File: config.mk
export PLATFORM = sky130hd
export DESIGN_NAME = toggle_event_receiver
export DESIGN_NICKNAME = d
export VERILOG_FILES = /design/src/rtl/toggle_pkg.sv /design/src/rtl/toggle_sync_chain.sv /design/src/rtl/toggle_event_receiver.sv
export SDC_FILE = /design/constraint.sdc
export NUM_CORES = 1
export LEC_CHECK = 0
export CAP_MARGIN = 20
export CORE_UTILIZATION = 42
export CTS_CLUSTER_DIAMETER = 120
export DETAILED_ROUTE_END_ITERATION = 7
export PLACE_DENSITY = 0.71
export SYNTH_ARGS = -nofsm -noshare
export SYNTH_HDL_FRONTEND = slang
export SYNTH_SLANG_ARGS = --single-unit
File: constraint.sdc
create_clock -name clk -period 3.3 [get_ports clk]
set_clock_uncertainty 0.2 [all_clocks]
set_input_delay 0.66 -clock clk [delete_from_list [all_inputs] [get_ports clk]]
set_output_delay 0.66 -clock clk [all_outputs]
set_load 0.05 [all_outputs]
File: src/rtl/toggle_pkg.sv
// Shared types and constants for the two-phase toggle event link.
package toggle_pkg;

  typedef enum logic {
    IDLE    = 1'b0,
    PENDING = 1'b1
  } state_t;

  localparam int SYNC_STAGES_MIN = 2;
  localparam int CNT_W_DEFAULT   = 8;

endpackage

File: src/rtl/toggle_sync_chain.sv
// N-flop synchroniser for a single asynchronous level, reset to 0.
// Also serves the sender side for bringing ack_t back into its domain.
module sync_chain
  import toggle_pkg::*;
#(
  parameter int N = SYNC_STAGES_MIN
) (
  input  logic clk,
  input  logic rst_n,
  input  logic d_i,
  output logic q_o
);

  logic [N-1:0] sync_q;

  always_ff @(posedge clk or negedge rst_n) begin
    if (!rst_n) begin
      sync_q <= '0;
    end else begin
      sync_q <= {sync_q[N-2:0], d_i};
    end
  end

  assign q_o = sync_q[N-1];

endmodule

File: src/rtl/toggle_event_receiver.sv
// Receiving end of the toggle event link: every level change on t_in
// becomes one valid/ready event; ack_t flips once per consumed event.
module toggle_event_receiver
  import toggle_pkg::*;
#(
  parameter int SYNC_STAGES = 2,
  parameter int CNT_W       = CNT_W_DEFAULT
) (
  input  logic             clk,
  input  logic             rst_n,
  input  logic             t_in,
  output logic             evt_valid,
  input  logic             evt_ready,
  output logic             ack_t,
  output logic [CNT_W-1:0] evt_count,
  output logic             overrun,
  input  logic             clr_overrun
);

  if (SYNC_STAGES < SYNC_STAGES_MIN) begin : g_bad_sync
    $error("toggle_event_receiver: SYNC_STAGES must be at least %0d", SYNC_STAGES_MIN);
  end

  logic             t_s;
  logic             prev_q;
  logic             edge_det;
  logic             hshk;
  state_t           state_q, state_d;
  logic             ack_q, ack_d;
  logic             ovr_q, ovr_d;
  logic [CNT_W-1:0] cnt_q, cnt_d;

  sync_chain #(.N(SYNC_STAGES)) u_sync (
    .clk   (clk),
    .rst_n (rst_n),
    .d_i   (t_in),
    .q_o   (t_s)
  );

  // prev_q resets to 0, so a line already high at reset release counts once.
  assign edge_det = t_s ^ prev_q;
  assign hshk     = (state_q == PENDING) && evt_ready;

  always_comb begin
    state_d = state_q;
    ack_d   = ack_q;
    ovr_d   = ovr_q;
    cnt_d   = cnt_q;

    if (edge_det && (cnt_q != {CNT_W{1'b1}})) begin
      cnt_d = cnt_q + CNT_W'(1);
    end

    if (clr_overrun) begin
      ovr_d = 1'b0;
    end

    unique case (state_q)
      IDLE: begin
        if (edge_det) begin
          state_d = PENDING;
        end
      end
      PENDING: begin
        if (hshk) begin
          ack_d   = ~ack_q;
          state_d = edge_det ? PENDING : IDLE;
        end else if (edge_det) begin
          // Second event merges into the pending one; set beats clear.
          ovr_d = 1'b1;
        end
      end
      default: state_d = IDLE;
    endcase
  end

  always_ff @(posedge clk or negedge rst_n) begin
    if (!rst_n) begin
      prev_q  <= 1'b0;
      state_q <= IDLE;
      ack_q   <= 1'b0;
      ovr_q   <= 1'b0;
      cnt_q   <= '0;
    end else begin
      prev_q  <= t_s;
      state_q <= state_d;
      ack_q   <= ack_d;
      ovr_q   <= ovr_d;
      cnt_q   <= cnt_d;
    end
  end

  assign evt_valid = (state_q == PENDING);
  assign ack_t     = ack_q;
  assign overrun   = ovr_q;
  assign evt_count = cnt_q;

endmodule

==> impl_metrics.py, run 1 <==
metrics = {
    "run_status": {
        "status": "finished clean",
    },
    "setup_path": {
        "worst-path-max-fanout": 4,
        "critical_path_required_ns": 2.44,
        "worst-path-stages": 1,
        "crit_family": "buffers and inverters",
        "crit_chain": "clkdlybuf4s50_1",
        "startpoint": "evt_count[0]$_DFFE_PN0P_",
        "cpPeakStageDelay_ns": 0.83,
        "start_kind": "flip-flop",
        "path_class": "flip-flop to output port",
        "cp_slowest_cell": "clkdlybuf4s50_1",
        "endpoint_kind": "output port",
        "reg2reg_from": "prev_q$_DFF_PN0_",
        "cp.buffers_inverters": 1,
        "cp.arrival_ns": 1.53,
        "reg2reg_depth": 4,
    },
    "synth": {
        "syn_avg_cell_area_um2": 12.4,
        "synth_top_area_cell": "dfrtp_1",
        "synth-edff-count": 0,
        "synth_area_um2": 594,
        "synth_top_area_share": 0.589,
        "ys_seq_area_frac": 0.589,
        "yosysMostFrequentCell": "dfrtp_1",
        "synthesis.nets": 54,
        "synth_seq_cells": 14,
        "synth.distinct_cells": 19,
        "async_flop_share": 1.00,
        "yosysWarnings": 0,
        "ys.flop_type": "dfrtp_1",
        "yosys-top-cells-area": "dfrtp_1 (59%), xnor2_1 (7.4%), mux2_2 (5.7%)",
        "netlist_top_cells_count": "dfrtp_1 (14), nand2_1 (7), xnor2_1 (5)",
        "synthCells": 48,
    },
    "cts": {
        "cts_root_buffer": "clkbuf_4",
        "hold_buffers": 0,
        "cts.clk_slew.worst_paths_ns": 0.08,
        "cts_sinks": 14,
        "cts.repair.resized": 0,
        "cts_tree": "done",
        "htree_levels": 1,
        "cts-buffers-inserted": 3,
        "post_cts_buffers": 0,
        "insertion_delay_ns": 0.28,
        "cts_buffer_depth": 2,
    },
    "global_route": {
        "overflow": 0,
        "track_usage": 0.165,
        "first_global_vias": 356,
        "grt_pass1_wl_um": 1520,
        "antenna_found_initial": 0,
        "grt_max_degree": 15,
    },
    "timing": {
        "rsz0062_at_grt": "no",
        "finalCriticalPeriod_ns": 2.39,
        "tightest_slew_ns": 0.598,
        "finalSetupViolCount": 0,
        "finalSetupTns_ns": 0,
        "hold_viol_final": 0,
        "slew_violations": 0,
        "relSlewSlack": 0.600,
        "timing.final.crit_share": 0.725,
        "max_clock_freq_mhz": 418,
    },
    "route": {
        "drt-pass1-iter-count": 4,
        "vias": 422,
        "wirelength_um": 973,
        "via_per_inst": 5.15,
        "post-route-drc-count": 0,
        "wl_per_cell_um": 11.9,
        "first_iter_violations": 6,
        "ant_nets": 0,
    },
    "floorplan": {
        "dieArea_um2": 1570,
        "die_h_um": 39.6,
        "start_util": 0.457,
        "die_w_um": 39.6,
        "core_area_um2": 1300,
        "rows": 13,
        "ios": 16,
    },
    "placement": {
        "portBuffers": 15,
        "dpl.cell_count": 78,
        "dp_hpwl_um": 718,
        "globalplace.congestion": 0.707,
    },
    "cells_and_area": {
        "final_cells": 82,
        "seq_area_um2": 350,
        "fillers": 117,
        "final_layout_size_suffix_gt1_frac": 0.164,
        "multi_input_area_um2": 240,
        "fin_nets": 74,
        "fin_util": 0.614,
        "diodes": 0,
        "syn_to_final_growth_pct": 34.5,
    },
    "pwr": {
        "ir_drop_mv": 0.633,
        "power_density_nw_per_um2": 1000,
        "leakage_uw": 0.000334,
    },
    "min_path": {
        "hold_path_depth": 0,
        "hp-class": "flip-flop to flip-flop",
        "hold_start": "u_sync.sync_q[0]$_DFF_PN0_",
    },
    "job": {
        "drv_cap": 0,
    },
}
sequential cells by signal, summed over array words and instances, names as in the netlist:
| signal | cells |
|---|---|
| ack_t | 1 |
| evt_count | 8 |
| evt_valid | 1 |
| overrun | 1 |
| prev_q | 1 |
| u_sync.sync_q | 2 |
metrics by stage:
step | power (uW) | area [um2] | setup WS (ns) | hold WS (ns)
global route | 845 | 800 | 0.862 | 0.159
CTS | 809 | 800 | 0.893 | 0.155
detailed placement | 685 | 763 | 1.22 | 0.137
finish | 801 | 800 | 0.908 | 0.153
floorplan | 551 | 594 | 1.39 | 0.131
global placement | 680 | 763 | 1.22 | 0.133
cell families (layout without fill, tap and decap cells):
group | after synthesis | after routing | synth area share
and+or+nand+nor | 16 | 16 | 0.143
DFF | 14 | 14 | 0.589
adders and majority gates | 1 | 1 | 0.0210
AOI/OAI and AO/OA | 6 | 6 | 0.0632
muxes | 4 | 4 | 0.0758
buffers and inverters | 1 | 20 | 0.00631
xor gates and xnor gates | 6 | 6 | 0.101
per-layer routing:
layer	share of wire	track usage	up-vias
li1	-	-	199
met1	0.46	0.225	208
met2	0.45	0.201	10
met3	0.047	0.0511	5
met4	0.039	0.155	0
met5	0	0	-
cell usage in the layout (no fill, tap or decap), drive strengths merged:
cell type	instances
nand2b	2
nor3	1
o22ai	1
a21oi	2
and3	1
mux2	4
ha	1
clkdlybuf4s50	15
xor2	1
o21bai	1
nand3	2
inv	1
o21ai	2
nand4	1
xnor2	5
nor2	2
nand2	7
dfrtp	14
clkbuf	4
layout make-up:
cell class	instances	area share
Timing Repair Buffer	15	0.188
Multi-Input combinational cell	33	0.300
Clock buffer	4	0.0454
Sequential cell	14	0.438
Inverter	1	0.00469
Tap cell	15	0.0235
power by group:
part / total [uW] / internal, uW / leakage (uW) / switching (uW)
clock network: 123 / 67.2 / 0.0000210 / 55.4
logic: 396 / 145 / 0.000144 / 251
registers: 282 / 225 / 0.000169 / 57.1
path summary, 6_finish.rpt:
path	slack (ns)	endpoint
min in group asynchronous	0.55	overrun$_DFF_PN0_
max	0.91	evt_count[0]
min reg2reg	0.15	u_sync.sync_q[1]$_DFF_PN0_
max reg2reg	1.63	evt_count[7]$_DFFE_PN0P_
max in group asynchronous	1.96	prev_q$_DFF_PN0_
min	0.15	u_sync.sync_q[1]$_DFF_PN0_
Note: power is estimated with default switching activity, not from simulation.
==> inputs of run 2 (changes only) <==
Clock period 3.3 ns to 2.4 ns, I/O delays scaled along.
==> results of run 2 <==
Same layout as run 1 (identical final DEF). Status: finished clean.
Among the figures that moved: setup slack after placement 1.22 ns -> 0.500 ns; setup slack after layout 0.908 ns -> 0.188 ns; register-to-register setup slack 1.63 ns -> 0.73 ns; total power 801 uW -> 1100 uW; worst IR drop on VDD 0.633 mV -> 0.871 mV
==> inputs of run 3 (changes only) <==
Settings changed: CORE_MARGIN set to 3.
==> impl_metrics.py, run 3 (synthesis gave the netlist of run 1 again) <==
metrics = {
    "floorplan": {
        "core_area_um2": 1220,
        "die_w_um": 43.6,
        "ios": 16,
        "dieArea_um2": 1900,
        "die_h_um": 43.6,
        "rows": 12,
        "start_util": 0.489,
    },
    "timing": {
        "finalCriticalPeriod_ns": 2.20,
        "relSlewSlack": 0.598,
        "finalSetupTns_ns": 0,
        "slew_violations": 0,
        "tightest_slew_ns": 0.602,
        "whs_ns": 0.150,
        "hold_viol_final": 0,
        "timing.final.crit_share": 0.918,
        "finalSetupViolCount": 0,
        "max_clock_freq_mhz": 454,
        "rsz0062_at_grt": "no",
    },
    "cells_and_area": {
        "final_cells": 80,
        "layout_common_cells": "clkdlybuf4s50_1 (15), dfrtp_1 (14), nand2_1 (7)",
        "final_layout_size_suffix_gt1_frac": 0.152,
        "fin_util": 0.645,
        "diodes": 0,
        "syn_to_final_growth_pct": 32.0,
        "fillers": 94,
        "fin_nets": 74,
        "largest_reg_flops": 8,
        "design_area_um2": 785,
        "final_common_cell": "clkdlybuf4s50_1",
    },
    "setup_path": {
        "endpoint_kind": "output port",
        "start_kind": "flip-flop",
        "worst-path-max-fanout": 4,
        "path_class": "flip-flop to output port",
        "critical_path_required_ns": 1.72,
        "cp.buffers_inverters": 1,
        "crit_family": "buffers and inverters",
        "crit_chain": "clkdlybuf4s50_1",
        "cp.arrival_ns": 1.52,
        "cp_slowest_cell": "clkdlybuf4s50_1",
        "cpPeakStageDelay_ns": 0.83,
    },
    "route": {
        "drt-pass1-iter-count": 3,
        "wl_per_cell_um": 12.0,
        "post-route-drc-count": 0,
        "ant_nets": 0,
        "via_per_inst": 5.05,
        "wirelength_um": 956,
        "vias": 404,
        "first_iter_violations": 4,
    },
    "cts": {
        "insertion_delay_ns": 0.26,
        "htree_levels": 1,
        "cts.clk_slew.worst_paths_ns": 0.07,
        "cts_tree": "done",
        "post_cts_buffers": 0,
        "hold_buffers": 0,
        "cts_sinks": 14,
        "cts.repair.resized": 0,
        "cts-buffers-inserted": 3,
        "cts_root_buffer": "clkbuf_4",
        "cts_buffer_depth": 2,
    },
    "min_path": {
        "hp-class": "flip-flop to flip-flop",
    },
    "placement": {
        "place_area_um2": 762,
        "dpl.cell_count": 77,
        "dp_hpwl_um": 730,
        "portBuffers": 15,
        "globalplace.congestion": 0.729,
    },
    "pwr": {
        "ir_drop_mv": 0.777,
        "leakage_uw": 0.000327,
        "power_density_nw_per_um2": 1350,
    },
    "global_route": {
        "grt_max_degree": 15,
        "track_usage": 0.123,
        "overflow": 0,
        "grt_pass1_wl_um": 1760,
        "antenna_found_initial": 0,
        "first_global_vias": 418,
    },
    "job": {
        "drv_cap": 0,
    },
    "run_status": {
        "status": "finished clean",
    },
}
==> run 3: cell types whose count changed in the layout (fill, tap and decap cells not counted), sizes merged <==
cell / delta
clkbuf: -1
==> run 3: layout make-up <==
cell class              instances  area (um2)  share of cell area
flip-flops and latches         14         350               0.447
multi-input cells              33         240               0.306
repair buffers                 15         150               0.191
clock buffers                   3        22.5              0.0287
well taps                      14        17.5              0.0223
inverters                       1        3.75             0.00478
==> run 3: path summary, 6_finish.rpt <==
kind	from	endpoint	slack (ns)	depth (start not counted)
hold / removal	u_sync.sync_q[0]$_DFF_PN0_	u_sync.sync_q[1]$_DFF_PN0_	0.15	0
setup / recovery	evt_count[0]$_DFFE_PN0P_	evt_count[0]	0.20	1
max in group asynchronous	rst_n	evt_count[0]$_DFFE_PN0P_	1.22	1
hold reg to reg	u_sync.sync_q[0]$_DFF_PN0_	u_sync.sync_q[1]$_DFF_PN0_	0.15	0
min in group asynchronous	rst_n	evt_count[4]$_DFFE_PN0P_	0.39	1
setup reg to reg	evt_count[0]$_DFFE_PN0P_	evt_count[6]$_DFFE_PN0P_	0.72	5
==> run 3: report_power, final <==
part           switching (uW)  internal [uW]
combinational             349            199
clock                    65.0           57.9
sequential               78.3            309
total                     492            566
==> run 3: metal layers <==
layer / track usage / wire, um / part of all wire / vias to the layer above
li1: - / - / - / 199
met1: 0.171 / 476 / 0.50 / 192
met2: 0.183 / 413 / 0.43 / 11
met3: 0.0290 / 57 / 0.060 / 2
met4: 0.0542 / 9 / 0.0094 / 0
met5: 0 / 0 / 0 / -
==> run 3: per-stage QoR <==
stage / worst slack [ns] / total power (uW)
3_5_place_dp: 0.495 / 943
5_1_grt: 0.144 / 1130
2_1_floorplan: 0.487 / 758
4_1_cts: 0.185 / 1070
6_report: 0.196 / 1060
3_3_place_gp: 0.499 / 937
==> patch 1: new RTL, settings of run 2 <==
Register the output `overrun` once more, without a reset; this adds one clock of latency there. The other outputs are not delayed to match.
--- a/src/rtl/toggle_event_receiver.sv
+++ b/src/rtl/toggle_event_receiver.sv
@@ -92,7 +92,9 @@
 
   assign evt_valid = (state_q == PENDING);
   assign ack_t     = ack_q;
-  assign overrun   = ovr_q;
+  always_ff @(posedge clk) begin
+    overrun <= ovr_q;
+  end
   assign evt_count = cnt_q;
 
 endmodule
Function: changed (a bounded check fails within 10 cycles, from zero or initial values and one cycle with rst_n low).
==> patch 1 against run 2 <==
Routed wire length is the same; critical path depth unchanged; design area grew 1.3%; power is 1.1% lower; combinational power about the same; area after synthesis up 3.4%; sequential cell count grew 1; worst setup slack better by 0.0080 ns; largest cell class unchanged; largest power group unchanged.
==> patch 1: results (changes against run 2) <==
Wirelength per Cell=11.7 um (-1.2%); nets=75 (+1.4%); Clock net power=137 uW (-19%); LEAKAGE=0.000336 uW (+0.70%); register area share after synthesis=60.3% (+1.3 points); synth top area cells=dfrtp_1 (57%), xnor2_1 (7.1%), mux2_2 (5.5%); worst setup margin=0.196 ns (+0.00801 ns); FF-to-FF setup slack=0.69 ns (-0.04 ns); CP max-delay cell=clkdlybuf4s50_1; total nets after synthesis=55 (+1.9%); worst vdd ir=0.000934 V (+7.3%); Skew-Pair Late Insertion Delay=~0.27 ns; worst-margin pin slew=0.615 ns (+0.0172 ns); vias in the first global route=343 (-3.7%); power share of the clock group=12.6% (-2.7 points); non-filler cells, final=83 (+1.2%); crit-path leading delay family=buffers and inverters; clk slew on worst S/H paths=0.08 ns (about the same); share of layout cells above drive strength 1=14.7% (-1.7 points); Post-DP Area=783 um2 (+2.6%); Int Power=592 uW (-1.4%); crit path max fanout=4 (unchanged); # placed instances=79 (+1.3%); Detail Placement HPWL=753 um (+4.8%); syn avg cell area=12.5 um2 (+1.3%); final hold slack=0.155 ns (+0.00159 ns); r2r worst-path depth=4 (unchanged); GP Congestion=0.697 (-1.3%); Clock Root Buffer=clkbuf_4; Post-CTS Setup Inserts=0 (unchanged); worst path arrival time=between 1.5 and 2 ns; r2r startpoint=prev_q; pre-CTS WS=0.503 ns (+0.00335 ns); first-pass GRT wire length=1590 um (+4.5%); htree depth=1 (unchanged); Critical R2R Capture=evt_count[7]; Clock Tree Buf Depth=2 (unchanged); max-cap viol count=0 (unchanged); status=complete, no violations; initial drt markers=6 (unchanged); Total GRT Usage=15.7% (-0.83 points); design area=810 um2 (+1.3%); fill count=115 (-1.7%); mean number of vias per cell=4.96 (-3.5%); antenna violations before repair=0 (unchanged); commonest cells in the netlist=dfrtp_1 (14), nand2_1 (7), xnor2_1 (5), mux2_2 (3); Gate power share=50.2% (+0.7 points); synth unique cells=20 (+1); ys async rst share=93.3% (-6.7 points)
[patch 1: cell count changes in the layout (fill, tap and decap cells not counted)]
| cell | change |
|---|---|
| clkbuf_1 | +1 |
| clkbuf_8 | -1 |
| dfxtp_1 | +1 |
[patch 1: layer usage]
layer	GRT usage, %	part of all wire (%)
met3	5.00	6.4
met2	21.8	47
met4	5.00	0
met5	0	0
met1	23.0	46
[patch 1: kinds of logic (layout without fill, tap and decap cells)]
group / after synthesis / count (layout) / synth area share (%)
flip-flops: 15 / 15 / 60.3
AND/OR/NAND/NOR: 16 / 16 / 13.9
XOR/XNOR: 6 / 6 / 9.78
buffers and inverters: 1 / 20 / 0.610
AO/OA/AOI/OAI: 6 / 6 / 6.11
multiplexers: 4 / 4 / 7.33
adder cells (fa/ha/maj): 1 / 1 / 2.04
[patch 1: layout make-up]
cell class              count  area share, %
clock buffers               4           3.25
flip-flops and latches     15           45.7
well taps                  15           2.32
multi-input cells          33           29.7
repair buffers             15           18.5
inverters                   1          0.464
==> patch 2: new RTL, flow settings as in run 2 <==
Made on the original files. Change the parameter `SYNC_STAGES` from 2 to 4.
--- a/src/rtl/toggle_event_receiver.sv
+++ b/src/rtl/toggle_event_receiver.sv
@@ -3,7 +3,7 @@
 module toggle_event_receiver
   import toggle_pkg::*;
 #(
-  parameter int SYNC_STAGES = 2,
+  parameter int SYNC_STAGES = 4,
   parameter int CNT_W       = CNT_W_DEFAULT
 ) (
   input  logic             clk,
Behaviour: not the same (a bounded check fails within 4 cycles, from zero or initial values and one cycle with rst_n low).
==> patch 2 against run 2 <==
Area after synthesis grew 9.7%; non-clock buffer count grew 1; design area grew 8.1%; sequential cell count grew 2; power grew 3.7%; combinational power is essentially flat; utilization grew 1.8 points; routed wire length grew 1.3%; worst setup slack lost 0.013 ns; global-route usage shrank 1.5 points; fmax shrank 0.57%; critical path type unchanged; critical endpoint is now evt_count[6]; largest power group unchanged.
==> patch 2: results (changes against run 2) <==
pin count of the biggest net entering global routing=17 (+2); nets=77 (+4.1%); # placed instances=81 (+3.8%); vias in the first global route=328 (-7.9%); HP Class=flip-flop to flip-flop; first-pass GRT wire length=1540 um (+1.3%); share of layout cells above drive strength 1=15.7% (-0.70 points); syn avg cell area=13.0 um2 (+5.3%); antenna violations before repair=0 (unchanged); synth unique cells=20 (+1); crit path max fanout=5 (+1); DR vias=411 (-2.6%); ys async rst share=100% (unchanged); Post-CTS Setup Inserts=0 (unchanged); Wirelength per Cell=11.6 um (-2.2%); LEAKAGE=0.000364 uW (+8.9%); synth top area cells=dfrtp_1 (61%), mux2_1 (6.9%), xnor2_1 (6.7%); initial drt markers=7 (+1); Detail Placement HPWL=724 um (+0.81%); Total GRT Usage=15.0% (-1.5 points); crit-path leading delay family=buffers and inverters; status=complete, no violations; fill count=107 (-8.5%); register area share after synthesis=61.4% (+2.5 points); total nets after synthesis=56 (+3.7%); ANT nets after route=0 (unchanged); worst vdd ir=0.000586 V (-33%); clk slew on worst S/H paths=about 0.09 ns; relative slew slack=66.5% (+6.5 points); GP Congestion=0.628 (-11%); commonest cells in the netlist=dfrtp_1 (16), nand2_1 (7), xnor2_1 (5), mux2_1 (4); Inserted Clock Buffers=3 (unchanged); non-filler cells, final=85 (+3.7%)
==> patch 2: metrics by stage <==
step,total power (uW),utilization [%],setup slack [ns],hold WS [ns],instance area (um2)
CTS,1150,63.3,0.163,0.161,865
detailed placement,978,60.6,0.485,0.139,828
global placement,974,60.6,0.503,0.136,828
finish,1140,63.3,0.175,0.157,865
global route,1210,63.3,0.0895,0.176,865
floorplan,791,-,0.503,-0.0156,652
==> patch 2: cell families after synthesis <==
group | Yosys count | share of synthesized area, %
AOI/OAI and AO/OA | 6 | 5.76
xor gates and xnor gates | 6 | 9.21
adders and majority gates | 1 | 1.92
buffers and inverters | 1 | 0.575
DFF | 16 | 61.4
muxes | 4 | 6.91
and+or+nand+nor | 16 | 14.2
==> patch 2: area by class of cell <==
type	instances	area share, %
flip-flops and latches	16	46.3
multi-input cells	33	28.7
repair buffers	16	18.2
clock buffers	4	4.20
well taps	15	2.17
inverters	1	0.434
==> patch 2: final timing paths <==
path                       cells after the start  slack [ns]               end        startpoint
setup / recovery                               1        0.18      evt_count[6]      evt_count[6]
hold / removal                                 0        0.16  u_sync.sync_q[3]  u_sync.sync_q[2]
setup reg to reg                               5        0.78      evt_count[6]      evt_count[0]
hold reg to reg                                0        0.16  u_sync.sync_q[3]  u_sync.sync_q[2]
max in group asynchronous                      2        1.51             ack_t             rst_n
min in group asynchronous                      2        0.31      evt_count[6]             rst_n
==> patch 2: power by group <==
| group | switching [uW] | internal (uW) |
|---|---|---|
| Clock | 78.6 | 92.2 |
| Sequential | 79.3 | 345 |
| Combinational | 351 | 195 |
==> patch 2: routing by layer <==
layer,GRT usage (%),share of wire [%]
met5,0,0
met3,3.19,3.2
met2,16.8,43
met4,12.1,2.0
met1,23.6,51
